<file path="src/rtl/scan_pkg.sv">
// Shared types and constants for the scan chain driver.
package scan_pkg;

  localparam int SCAN_N_DEFAULT = 8;

  typedef enum logic [1:0] {
    IDLE  = 2'd0,
    SHIFT = 2'd1,
    DONE  = 2'd2
  } scan_state_t;

endpackage

</file>
<file path="src/rtl/scan_shift_ctr.sv">
// Bit counter for the scan shift phase: cleared on accept, advanced once per shift cycle.
module scan_shift_ctr
  import scan_pkg::*;
#(
  parameter int N = SCAN_N_DEFAULT,
  localparam int CW = $clog2(N) + 1
) (
  input  logic          clk,
  input  logic          rst,
  input  logic          clr,
  input  logic          inc,
  output logic [CW-1:0] cnt,
  output logic          last
);

  always_ff @(posedge clk or posedge rst) begin
    if (rst) begin
      cnt <= '0;
    end else if (clr) begin
      cnt <= '0;
    end else if (inc) begin
      cnt <= cnt + CW'(1);
    end
  end

  assign last = (cnt == CW'(N - 1));

endmodule

</file>
<file path="src/rtl/scan_chain_driver.sv">
// Parallel-to-serial scan chain driver with optional readback of the previous chain
// contents, enabled by defining SCAN_READBACK_EN.
module scan_chain_driver
  import scan_pkg::*;
#(
  parameter int N = SCAN_N_DEFAULT
) (
  input  logic         clk,
  input  logic         rst,
  input  logic [N-1:0] wr_data,
  input  logic         wr_valid,
  output logic         wr_ready,
  output logic         scan_d,
  output logic         scan_en,
  input  logic         scan_so,
  output logic [N-1:0] rd_data,
  output logic         rd_valid,
  input  logic         rd_ready,
  output logic         done
);

  localparam int CW = $clog2(N) + 1;

  scan_state_t   state;
  logic [N-1:0]  word;
  logic [CW-1:0] cnt;
  logic [CW-1:0] cnt_nxt;
  logic          last;
  logic          accept;
  logic          shifting;
  logic          nxt_bit;
  logic          done_go;

  assign accept   = (state == IDLE) && wr_valid;
  assign shifting = (state == SHIFT);
  assign cnt_nxt  = cnt + CW'(1);
  // Bit presented in the following shift cycle; only consumed while cnt < N-1.
  assign nxt_bit  = |(word & (N'(1) << cnt_nxt));

  scan_shift_ctr #(.N(N)) u_ctr (
    .clk  (clk),
    .rst  (rst),
    .clr  (accept),
    .inc  (shifting),
    .cnt  (cnt),
    .last (last)
  );

`ifdef SCAN_READBACK_EN
  logic [N-1:0] cap;

  assign done_go = rd_ready;
  assign rd_data = cap;
`else
  logic unused_rb;

  assign done_go   = 1'b1;
  assign rd_data   = '0;
  assign rd_valid  = 1'b0;
  assign unused_rb = scan_so ^ rd_ready;
`endif

  always_ff @(posedge clk or posedge rst) begin
    if (rst) begin
      state    <= IDLE;
      word     <= '0;
      wr_ready <= 1'b1;
      scan_en  <= 1'b0;
      scan_d   <= 1'b0;
      done     <= 1'b0;
`ifdef SCAN_READBACK_EN
      cap      <= '0;
      rd_valid <= 1'b0;
`endif
    end else begin
      done <= 1'b0;
`ifdef SCAN_READBACK_EN
      // The chain's last flop arrives first, so it ends up at bit 0 after N shifts.
      if (scan_en) begin
        cap <= {scan_so, cap[N-1:1]};
      end
`endif
      case (state)
        IDLE: begin
          if (wr_valid) begin
            word     <= wr_data;
            state    <= SHIFT;
            wr_ready <= 1'b0;
            scan_en  <= 1'b1;
            scan_d   <= wr_data[0];
          end
        end
        SHIFT: begin
          if (last) begin
            state   <= DONE;
            scan_en <= 1'b0;
            scan_d  <= 1'b0;
`ifdef SCAN_READBACK_EN
            rd_valid <= 1'b1;
`endif
          end else begin
            scan_d <= nxt_bit;
          end
        end
        DONE: begin
          if (done_go) begin
            state    <= IDLE;
            done     <= 1'b1;
            wr_ready <= 1'b1;
`ifdef SCAN_READBACK_EN
            rd_valid <= 1'b0;
`endif
          end
        end
        default: begin
          state <= IDLE;
        end
      endcase
    end
  end

endmodule

</file>
<file path="config.mk">
export PLATFORM = sky130hd
export DESIGN_NAME = scan_chain_driver
export DESIGN_NICKNAME = d
export VERILOG_FILES = /design/src/rtl/scan_pkg.sv /design/src/rtl/scan_shift_ctr.sv /design/src/rtl/scan_chain_driver.sv
export SDC_FILE = /design/constraint.sdc
export NUM_CORES = 1
export LEC_CHECK = 0
export CORE_ASPECT_RATIO = 0.75
export CORE_MARGIN = 8
export CORE_UTILIZATION = 45
export DETAILED_ROUTE_END_ITERATION = 8
export PLACE_DENSITY = 0.76
export SLEW_MARGIN = 40
export SYNTH_ARGS = -nofsm -noshare
export SYNTH_HDL_FRONTEND = slang
export SYNTH_SLANG_ARGS = --single-unit
</file>
<file path="constraint.sdc">
create_clock -name clk -period 2 [get_ports clk]
set_input_delay 0.3 -clock clk [delete_from_list [all_inputs] [get_ports clk]]
set_output_delay 0.3 -clock clk [all_outputs]
set_load 0.05 [all_outputs]
</file>
### Word-level counts from Yosys, hierarchy flattened

Cells that the tools add are included.

| cells by class | value |
|---|---|
| shift-type cells | 1 |
| equality and inequality tests | 5 |
| bitwise gates (word level) | 1 |
| add/subtract/negate cells | 1 |
| reductions and logical operators | 11 |
| multiplexer cells | 14 |

Operators by type and width:

| kind | number |
|---|---|
| $and A8 B8 Y8 | 1 |
| $mux W4 | 2 |
| $reduce_and A2 Y1 | 4 |
| $reduce_or A8 Y1 | 1 |
| $shl A1 B4 Y8 const A | 1 |
| $mux W1 | 6 |
| $pmux W1 S2 | 3 |
| $reduce_bool A2 Y1 | 3 |
| $add A4 B1 Y4 const B | 1 |
| $eq A4 B3 Y1 const B | 1 |
| $mux W2 | 2 |
| $ne A2 B2 Y1 const B | 2 |
| $pmux W2 S2 | 1 |
| $reduce_and A3 Y1 | 1 |
| $eq A2 B1 Y1 const B | 1 |
| $eq A2 B2 Y1 const B | 1 |
| $logic_not A2 Y1 | 1 |
| $logic_and A1 B1 Y1 | 1 |

| storage, ports and cells | value |
|---|---|
| logic and storage cells | 40 |
| register bits | 18 |
| input port bits | 13 |
| output and inout bits | 13 |

### Depth between registers and ports, before layout

Gate-level depths: netlist (run 1).

| depth | value |
|---|---|
| depth in word-level cells | 6 |
| depth in mapped cells | 6 |
| depth with buffers taken out | 6 |

### Hierarchy

Synthesis (run 1) repeated with hierarchy kept, for this count alone.

| second synthesis, totals | value |
|---|---|
| cells, all modules | 77 |
| area total of the unflattened synthesis | 897.1 um^2 |

Modules (own cells, without submodules):

| module | instances | sequential area each (um^2) | area an instance (um^2) | cells each |
|---|---|---|---|---|
| scan_chain_driver | 1 | 351.6 | 693.2 | 58 |
| scan_shift_ctr | 1 | 100.1 | 203.9 | 19 |

### Least setup slack after synthesis (run 1)

Ideal clock, no wire load.

| timing path | value |
|---|---|
| path kind | register -> register |
| start point | register u_ctr.cnt[0] |
| end point | register scan_d |
| cell stages (with the launch flop) | 6 |
| clock period less this slack | 1.422 ns |
| required time | 1.876 ns |
| arrival time | 1.298 ns |
| library setup time | 0.124 ns |
| path slack | 0.578 ns |
| path buffers | 0 |
| path through | dfrtp_1 ha_1 xor2_1 a221o_1 o21ai_0 nor3_1 |

| on the way | value |
|---|---|
| word-level cells in the longest chain between the ends | 6 |
| elaborated cells on any way between the ends | 7 |
| classes of those cells | add/sub (1); eq/ne (1); shift (1); mux (2); bitwise (1); reduce/logical (1) |

Ends and longest elaborated chain:

| item | line | text |
|---|---|---|
| from (decl) | scan_shift_ctr.sv:12 | `output logic [CW-1:0] cnt,` |
| from (signal assigned) | scan_shift_ctr.sv:22 | `cnt <= cnt + CW'(1);` |
| $add A4 B1 Y4 | scan_chain_driver.sv:36 | `assign cnt_nxt = cnt + CW'(1);` |
| $shl A1 B4 Y8 | scan_chain_driver.sv:38 | `assign nxt_bit = \|(word & (N'(1) << cnt_nxt));` |
| $and A8 B8 Y8 | scan_chain_driver.sv:38 |  |
| $reduce_or A8 Y1 | scan_chain_driver.sv:38 |  |
| $mux W1 (*) | scan_chain_driver.sv:94 | `if (last) begin` |
| $pmux W1 S2 (*) | scan_chain_driver.sv:83 | `case (state)` |
| to (signal assigned) | scan_chain_driver.sv:90 | `scan_d <= wr_data[0];` |
| to (signal assigned) | scan_chain_driver.sv:102 | `scan_d <= nxt_bit;` |
| to (decl) | scan_chain_driver.sv:13 | `output logic scan_d,` |

Every way passes the cells marked *; elsewhere a longest branch is shown, timed or not.
A chain may end at the register's enable or synchronous reset.

### Final worst setup path (run 1)

| timing path | value |
|---|---|
| start point | register scan_d |
| end point | output port scan_d |

No word-level cell between the ends.

==> results.md, run 1 <==
Placement:
- Port buffering added 14 buffers.
- Routability-driven placement finished with a final weighted congestion of 0.8470.
- Detailed placement ended at an HPWL of 1385 µm.

Global routing:
- The leftover overflow at the end of global routing is 0.
- The number of global-route vias before repair came to 677.
- The wire length of the first global-routing pass is 3063 µm.
- Global routing used 10.32% of the available tracks.
- Entering global routing, the biggest net connects 19 pins.
- The initial antenna violation count is 0.

Power and ir drop:
- After layout, the design draws a total of 0.001662 W.
- The leakage power summed over all cells is 0.5087 nW.
- IR analysis of the VDD net gives a maximum drop of 0.0008899 V.
- The power density over the cells is 1501 mW/mm².

Clock network:
- Buffers inserted to repair hold after CTS numbered 0.
- The H-tree depth is 1.
- TritonCTS built the clock tree.
- The number of instances resized during post-cts repair is 0.
- The clock slew at the register clock pins of the worst setup and hold paths is 100 ps.
- Counting along the longest clock path gives a buffer depth of 2.
- The clock root buffer is sky130_fd_sc_hd__clkbuf_4.
- Buffers added to address setup during post-CTS repair amount to 0.
- The clock net in this run drives a total of 18 sinks.
- The clock latency reported for the late side of the worst-skew pair is 290 ps.
- TritonCTS created 3 clock buffers.

STA:
- The routed design could run at a clock period as short as 1759 ps.
- The final worst-path cycle share is 87.95%.
- Setup violations remaining at the end of the flow were counted as 0.
- Based on the critical path, the design can be clocked at up to 0.5685 GHz.
- The final max-slew violation count is 0.
- Measured against its own limit, the worst slew margin works out to 55.19%.
- In the final timing run, aggregate negative setup slack is 0 ps.
- Setup repair after global routing left no endpoint under its margin.
- For the pin with the worst max-slew slack, the measured transition is 671.4 ps.
- The final clock skew is 1.310 ps.
- The final-report hold violation count is 0.

Worst setup path:
- The startpoint-to-endpoint class of the critical path is reg2out.
- STA puts the critical path data arrival time at 1460 ps.
- The delay of the slowest cell on the worst path is 810 ps.
- The cell type group with the largest total delay on the critical path is buffers and inverters.
- Walking the worst path, the cells encountered are clkdlybuf4s50_1.
- The worst setup path is captured at a primary output.
- The required time at the worst-slack endpoint is 1700 ps.
- The largest individual stage delay along the critical path comes from the cell sky130_fd_sc_hd__clkdlybuf4s50_1.
- The sort of element at the start of the critical path is a flop.
- The buffering stage count on the worst path with inverters included is 1.
- The critical-path maximum fanout is 2.

Route:
- The ratio of routed vias to standard cells is 5.097.
- In this run, the number of DRC markers left after iteration 0 of detailed routing was 14.
- The average wire per standard cell is 14.25 µm.
- Wires add up to 1767 µm.
- Once detail routing completed, the nets flagged for antenna violations numbered 0.
- The via count is 632.
- The first detailed-routing pass took 4 iterations.
- The final routed DRC violation total is 0.

Die:
- Pin placement for this block handled 26 I/O pins.
- Once the floorplan was initialized, standard cells occupied 47.16% of the core.
- The chip width is 68.59 µm.
- The core region is 0.001979 mm².
- The die boundary height is 55.44 µm.
- The total die area is 0.003803 mm².
- The floorplan row count is 14.

Synthesis:
- After synthesis, flip-flops and latches occupy 48.39% of the total area.
- The number of storage elements in the synthesis netlist is 18.
- The top cell type by area accounts for 45.58% of the synthesized area.
- The top cell type by total area after synthesis is sky130_fd_sc_hd__dfrtp_1.
- By area the synthesized netlist is led by sky130_fd_sc_hd__dfrtp_1 (46%), sky130_fd_sc_hd__mux2_2 (11%), sky130_fd_sc_hd__buf_4 (7.2%), sky130_fd_sc_hd__ha_1 (6.7%), sky130_fd_sc_hd__dfstp_2 (2.8%).
- The number of instances in the synthesized netlist is 82.
- The synthesized netlist occupies a cell area of 933.4 µm².
- The post-synthesis cell type count is 28.
- The mean post-synth cell area is 11.38 µm².
- The count of yosys warnings during synthesis is 0.

Final layout:
- The area growth from synthesis to layout is 18.63%.
- After the last flow step, the layout net total stands at 119.
- Cells with a size suffix above 1 make up 18.00% of the layout.
- The number of diodes added for antenna fixing is 0.

Job:
- Max-cap violations in this run came to 0.

Worst hold path:
- The worst hold path belongs to the class in2async.

Run status:
- The run finished with clean final reports.
cells in the final DEF (no fill, tap or decap), types with 3 or more instances in the layout:
cell type	n
sky130_fd_sc_hd__clkbuf_4	3
sky130_fd_sc_hd__clkdlybuf4s50_1	13
sky130_fd_sc_hd__conb_1	9
sky130_fd_sc_hd__dfrtp_1	17
sky130_fd_sc_hd__ha_1	5
sky130_fd_sc_hd__inv_1	5
sky130_fd_sc_hd__mux2_2	9
sky130_fd_sc_hd__nand2_1	5
sky130_fd_sc_hd__nor2_1	3
sky130_fd_sc_hd__o21ai_0	5
cell families (layout without fill, tap and decap cells):
group	Yosys count	in the layout	synth area share (%)
AO/OA/AOI/OAI	14	14	10.46
XOR/XNOR	1	1	0.9385
adder cells (fa/ha/maj)	5	5	6.702
buffers and inverters	14	24	9.249
flip-flops	18	18	48.39
multiplexers	9	9	10.86
other	1	9	0.4018
AND/OR/NAND/NOR	20	20	13.00
registers in the layout (all words and copies together), names as in the netlist:
name	count
done	1
u_ctr.cnt	4
scan_en	1
state	2
scan_d	1
word	8
wr_ready	1
cell type report:
type,instances,area [µm²]
Timing Repair Buffer,15,145.1
Tap cell,24,30.03
Clock buffer,4,36.28
Multi-Input combinational cell,58,425.4
Sequential cell,18,451.7
Inverter,5,18.77
Fill cell,172,872.1
through the flow:
stage          area [µm²]  instances  hold slack [ps]  setup WS [ps]  util [%]
2_1_floorplan       963.4         90            237.8          577.8         -
3_3_place_gp         1071        120            487.3          361.3     54.11
3_5_place_dp         1071        120            499.8          336.8     54.11
4_1_cts              1107        124            412.8          225.9     55.94
5_1_grt              1107        124            452.2          191.3     55.94
6_report             1107        124            401.0          241.0     55.94
Yosys cell counts, drive strengths merged:
master and n:
nor3 1, a222oi 1, nand3 1, nor3b 1
dfrtp 17, o22ai 2, nand3b 1, nand4 1
o21bai 1, buf 9, or3b 1, a221o 2
dfstp 1, nor2b 2, nor2 3, and3b 1
conb 1, o21ai 5, a22o 2, xor2 1
and2 1, mux2 9, inv 5, nand2b 1
or3 1, nand2 5, ha 5, a21oi 1
report_power, final:
part	switching, W	internal [W]
combinational	0.000408	0.000348
sequential	0.000156	0.000533
clock	0.000107	0.000111
total	0.000671	0.000991
worst paths after layout:
check	cells past startpoint	startpoint	end	slack (ps)
setup / recovery	1	scan_d	scan_d	240
hold / removal	2	rst	word[1]	400
setup reg to reg	5	u_ctr.cnt[0]	scan_d	420
hold reg to reg	2	wr_ready	wr_ready	510
max in group asynchronous	2	rst	u_ctr.cnt[0]	1170
min in group clk	2	wr_ready	wr_ready	510
layer usage:
metal / share of wire [%] / wire length (µm) / GRT usage (%)
met1: 47 / 832 / 13.45
met2: 45 / 802 / 14.83
met3: 5.8 / 103 / 2.817
met4: 1.6 / 28 / 5.539
met5: 0 / 0 / 0
Power figures use the tool's default switching activity.
==> inputs of run 2 (changes only) <==
CTS_CLUSTER_DIAMETER = 50   (was not set)
CTS_CLUSTER_SIZE = 12   (was not set)
==> results of run 2 <==
No change in the layout: final DEF, timing and power equal those of run 1.
==> inputs of run 3 (changes only) <==
CORE_UTILIZATION = 35   (was 45)
PLACE_DENSITY = not set   (was 0.76)
==> run 3 against run 2 <==
  * Design area increased by 1.4%
  * Non-clock buffer count unchanged
  * Power increased by 0.72%
  * Maximum frequency fell by 2.2%
  * Final cell count grew 9.7%
  * Clock skew is 6.0 ps higher
  * Critical path depth is the same
  * Global-route usage decreased by 1.0 points
  * Worst hold slack worse by 7.2 ps
  * Wire length grew 11%
  * Register-to-register slack barely moved
  * Critical endpoint unchanged
  * Largest cell class unchanged
==> results.md, run 3 (synthesized netlist as in run 1, its figures left out) <==
Clock network:
- In this run, post-CTS hold repair placed 0 buffers.
- TritonCTS built the clock tree.
- Clock-pin slew was measured on the worst setup and hold paths at 110 ps.
- Gates resized during post-CTS repair numbered 0.
- The clock net in this run drives a total of 18 sinks.
- The clock latency reported for the late side of the worst-skew pair is 300 ps.
- Once the clock tree was built, the setup fixing pass inserted 0 buffers.
- The clock passes through at most 2 buffers.
- In this run the number of H-tree levels came out at 1.
- TritonCTS created 3 clock buffers.
- The clock root buffer is sky130_fd_sc_hd__clkbuf_4.

Route:
- The first TritonRoute pass finished after 4 iterations.
- Summing over every cut layer, the via total after detailed routing is 620.
- The violation count after the first detailed-route iteration is 19.
- The final routed DRC violation total is 0.
- The wire length after detailed routing is 1960 µm.
- The detail route stage leaves a number of antenna-violating nets equal to 0.
- The ratio of routed vias to standard cells is 4.559.
- After detailed routing, the average wire length per cell comes to 14.41 µm.

Placement:
- The last weighted congestion value of the routability-driven placer is 0.7709.
- The number of I/O port buffers is 14.
- The post-placement cell count is 132.
- Once detailed placement completed, the half-perimeter wirelength came to 1519 µm.
- Prior to clock tree synthesis, the placed netlist has a worst setup slack of 335.9 ps.

Job:
- The number of maximum-capacitance violations is 0.

Final layout:
- In the final layout, the registers with the most flip-flops are word (8), u_ctr.cnt (4), state (2).
- The most common library cell in the layout ignoring fill and taps is sky130_fd_sc_hd__dfrtp_1.
- The library cells used most frequently in the layout, excluding fill and tap cells, are sky130_fd_sc_hd__dfrtp_1 (17), sky130_fd_sc_hd__clkdlybuf4s50_1 (13), sky130_fd_sc_hd__mux2_2 (9), sky130_fd_sc_hd__conb_1 (9).
- The number of cells in the finished layout apart from fillers is 136.
- The area growth from synthesis to layout is 20.24%.
- The final-stage net count is 119.
- The share of post-route cells with drive strength above 1 is 18.00%.
- Ranked by flip-flop count, first place goes to word.
- The number of diodes added for antenna fixing is 0.
- The register with the most flip-flops in the layout has 8 of them.

Worst setup path:
- The type of destination of the critical path is a primary output.
- STA puts the critical path data required time at 1700 ps.
- The worst setup path is launched from a flop.
- The master of the slowest instance on the critical path is sky130_fd_sc_hd__clkdlybuf4s50_1.
- At the worst endpoint, the arrival time is 1500 ps.
- The buffering stage count on the worst path with inverters included is 1.
- The critical path is of the reg2out type.
- The cell type group with the largest total delay on the critical path is buffers and inverters.
- The critical path goes through clkdlybuf4s50_1.
- In this design, the stage delay of the slowest critical-path cell is 820 ps.
- In this run the worst path has a maximum fanout of 2.

STA:
- After layout, the worst path uses 89.94% of the clock period.
- In the post-route analysis, the smallest setup slack over all paths is 201.1 ps.
- The relative slew slack is 55.00%.
- For the final database, setup skew stands at 7.292 ps.
- The final max-slew violation count is 0.
- The maximum clock rate is 0.5559 GHz.
- Setup repair after global routing left no endpoint under its margin.
- The total negative slack is 0 ps.
- The worst path in the final design needs a cycle of 1799 ps, including I/O delays and setup.
- The final count of negative-setup-slack endpoints is 0.
- The final-report hold violation count is 0.
- For the pin with the worst max-slew slack, the measured transition is 674.2 ps.

Die:
- The floorplan step defined a die boundary enclosing 0.004593 mm².
- The initial utilization of the core area, before any placement, comes to 36.14%.
- The floorplan step defined a core boundary enclosing 0.002582 mm².
- The chip width is 75.63 µm.
- The die boundary height is 60.73 µm.
- The number of primary I/O pins is 26.
- The floorplan has 16 rows.

Run status:
- The run finished with clean final reports.

Power and ir drop:
- Combinational logic burns 45.4% of the power.
- The power density over the cells is 1492 mW/mm².
- The total internal power is 0.0009918 W.
- In this run the static leakage power is 0.5087 nW.
- The power dissipated by switching net loads is 0.0006825 W.
- Net switching is 40.76% of the power.
- The clock network accounts for 13.7% of the total power.
- The worst voltage drop across the vdd grid is 0.0005521 V.
- The fraction of power consumed by sequential logic is 40.9%.

Global routing:
- The global routing usage summed across all routing layers is 9.288%.
- The number of global-route vias before repair came to 643.
- The initial antenna violation count is 0.
- The first global-routing pass estimated 3160 µm of wire.
- The pin count of the biggest net entering global routing is 19.
- The leftover overflow at the end of global routing is 0.

Worst hold path:
- The tightest min-delay check is of the in2async type.
-- run 3: cell counts in the layout (fill, tap and decap cells not counted) --
Identical to the previous run, type by type.
-- run 3: layer usage --
layer	vias up	routed length, µm	GRT usage, %	part of all wire [%]
met2	18	870	13.62	44
met5	-	0	0	0
li1	303	-	-	-
met4	0	10	1.635	0.51
met1	297	901	11.86	46
met3	2	177	4.950	9.0
-- run 3: path summary, 6_finish.rpt --
path,startpoint,to,slack [ps],depth (start not counted)
max,scan_d,scan_d,200,1
min,rst,scan_d,390,2
max reg2reg,u_ctr.cnt[0],scan_d,430,5
min reg2reg,wr_ready,wr_ready,510,2
max in group asynchronous,rst,state[1],1170,2
min in group clk,wr_ready,wr_ready,510,2
-- run 3: layout make-up --
class / instances / area, µm²
Sequential cell: 18 / 451.7
Multi-Input combinational cell: 58 / 425.4
Timing Repair Buffer: 15 / 145.1
Tap cell: 36 / 45.04
Fill cell: 253 / 1460
Clock buffer: 4 / 36.28
Inverter: 5 / 18.77
-- run 3: power groups by stage --
stage	clock [W]	combinational (W)	sequential [W]
2_1_floorplan	0	0.000484	0.000756
3_3_place_gp	0	0.000745	0.000683
3_5_place_dp	0	0.000764	0.000691
4_1_cts	0.000239	0.000769	0.000686
5_1_grt	0.000250	0.000834	0.000714
6_report	0.000229	0.000760	0.000685
-- run 3: stage by stage --
stage	hold slack [ps]	total power [W]	utilization, %	instance area [µm²]
6_report	393.9	0.001674	43.46	1122
5_1_grt	461.1	0.001798	43.46	1122
4_1_cts	417.8	0.001693	43.46	1122
3_5_place_dp	491.1	0.001455	42.05	1086
3_3_place_gp	490.9	0.001429	42.05	1086
2_1_floorplan	237.8	0.001241	-	963.4
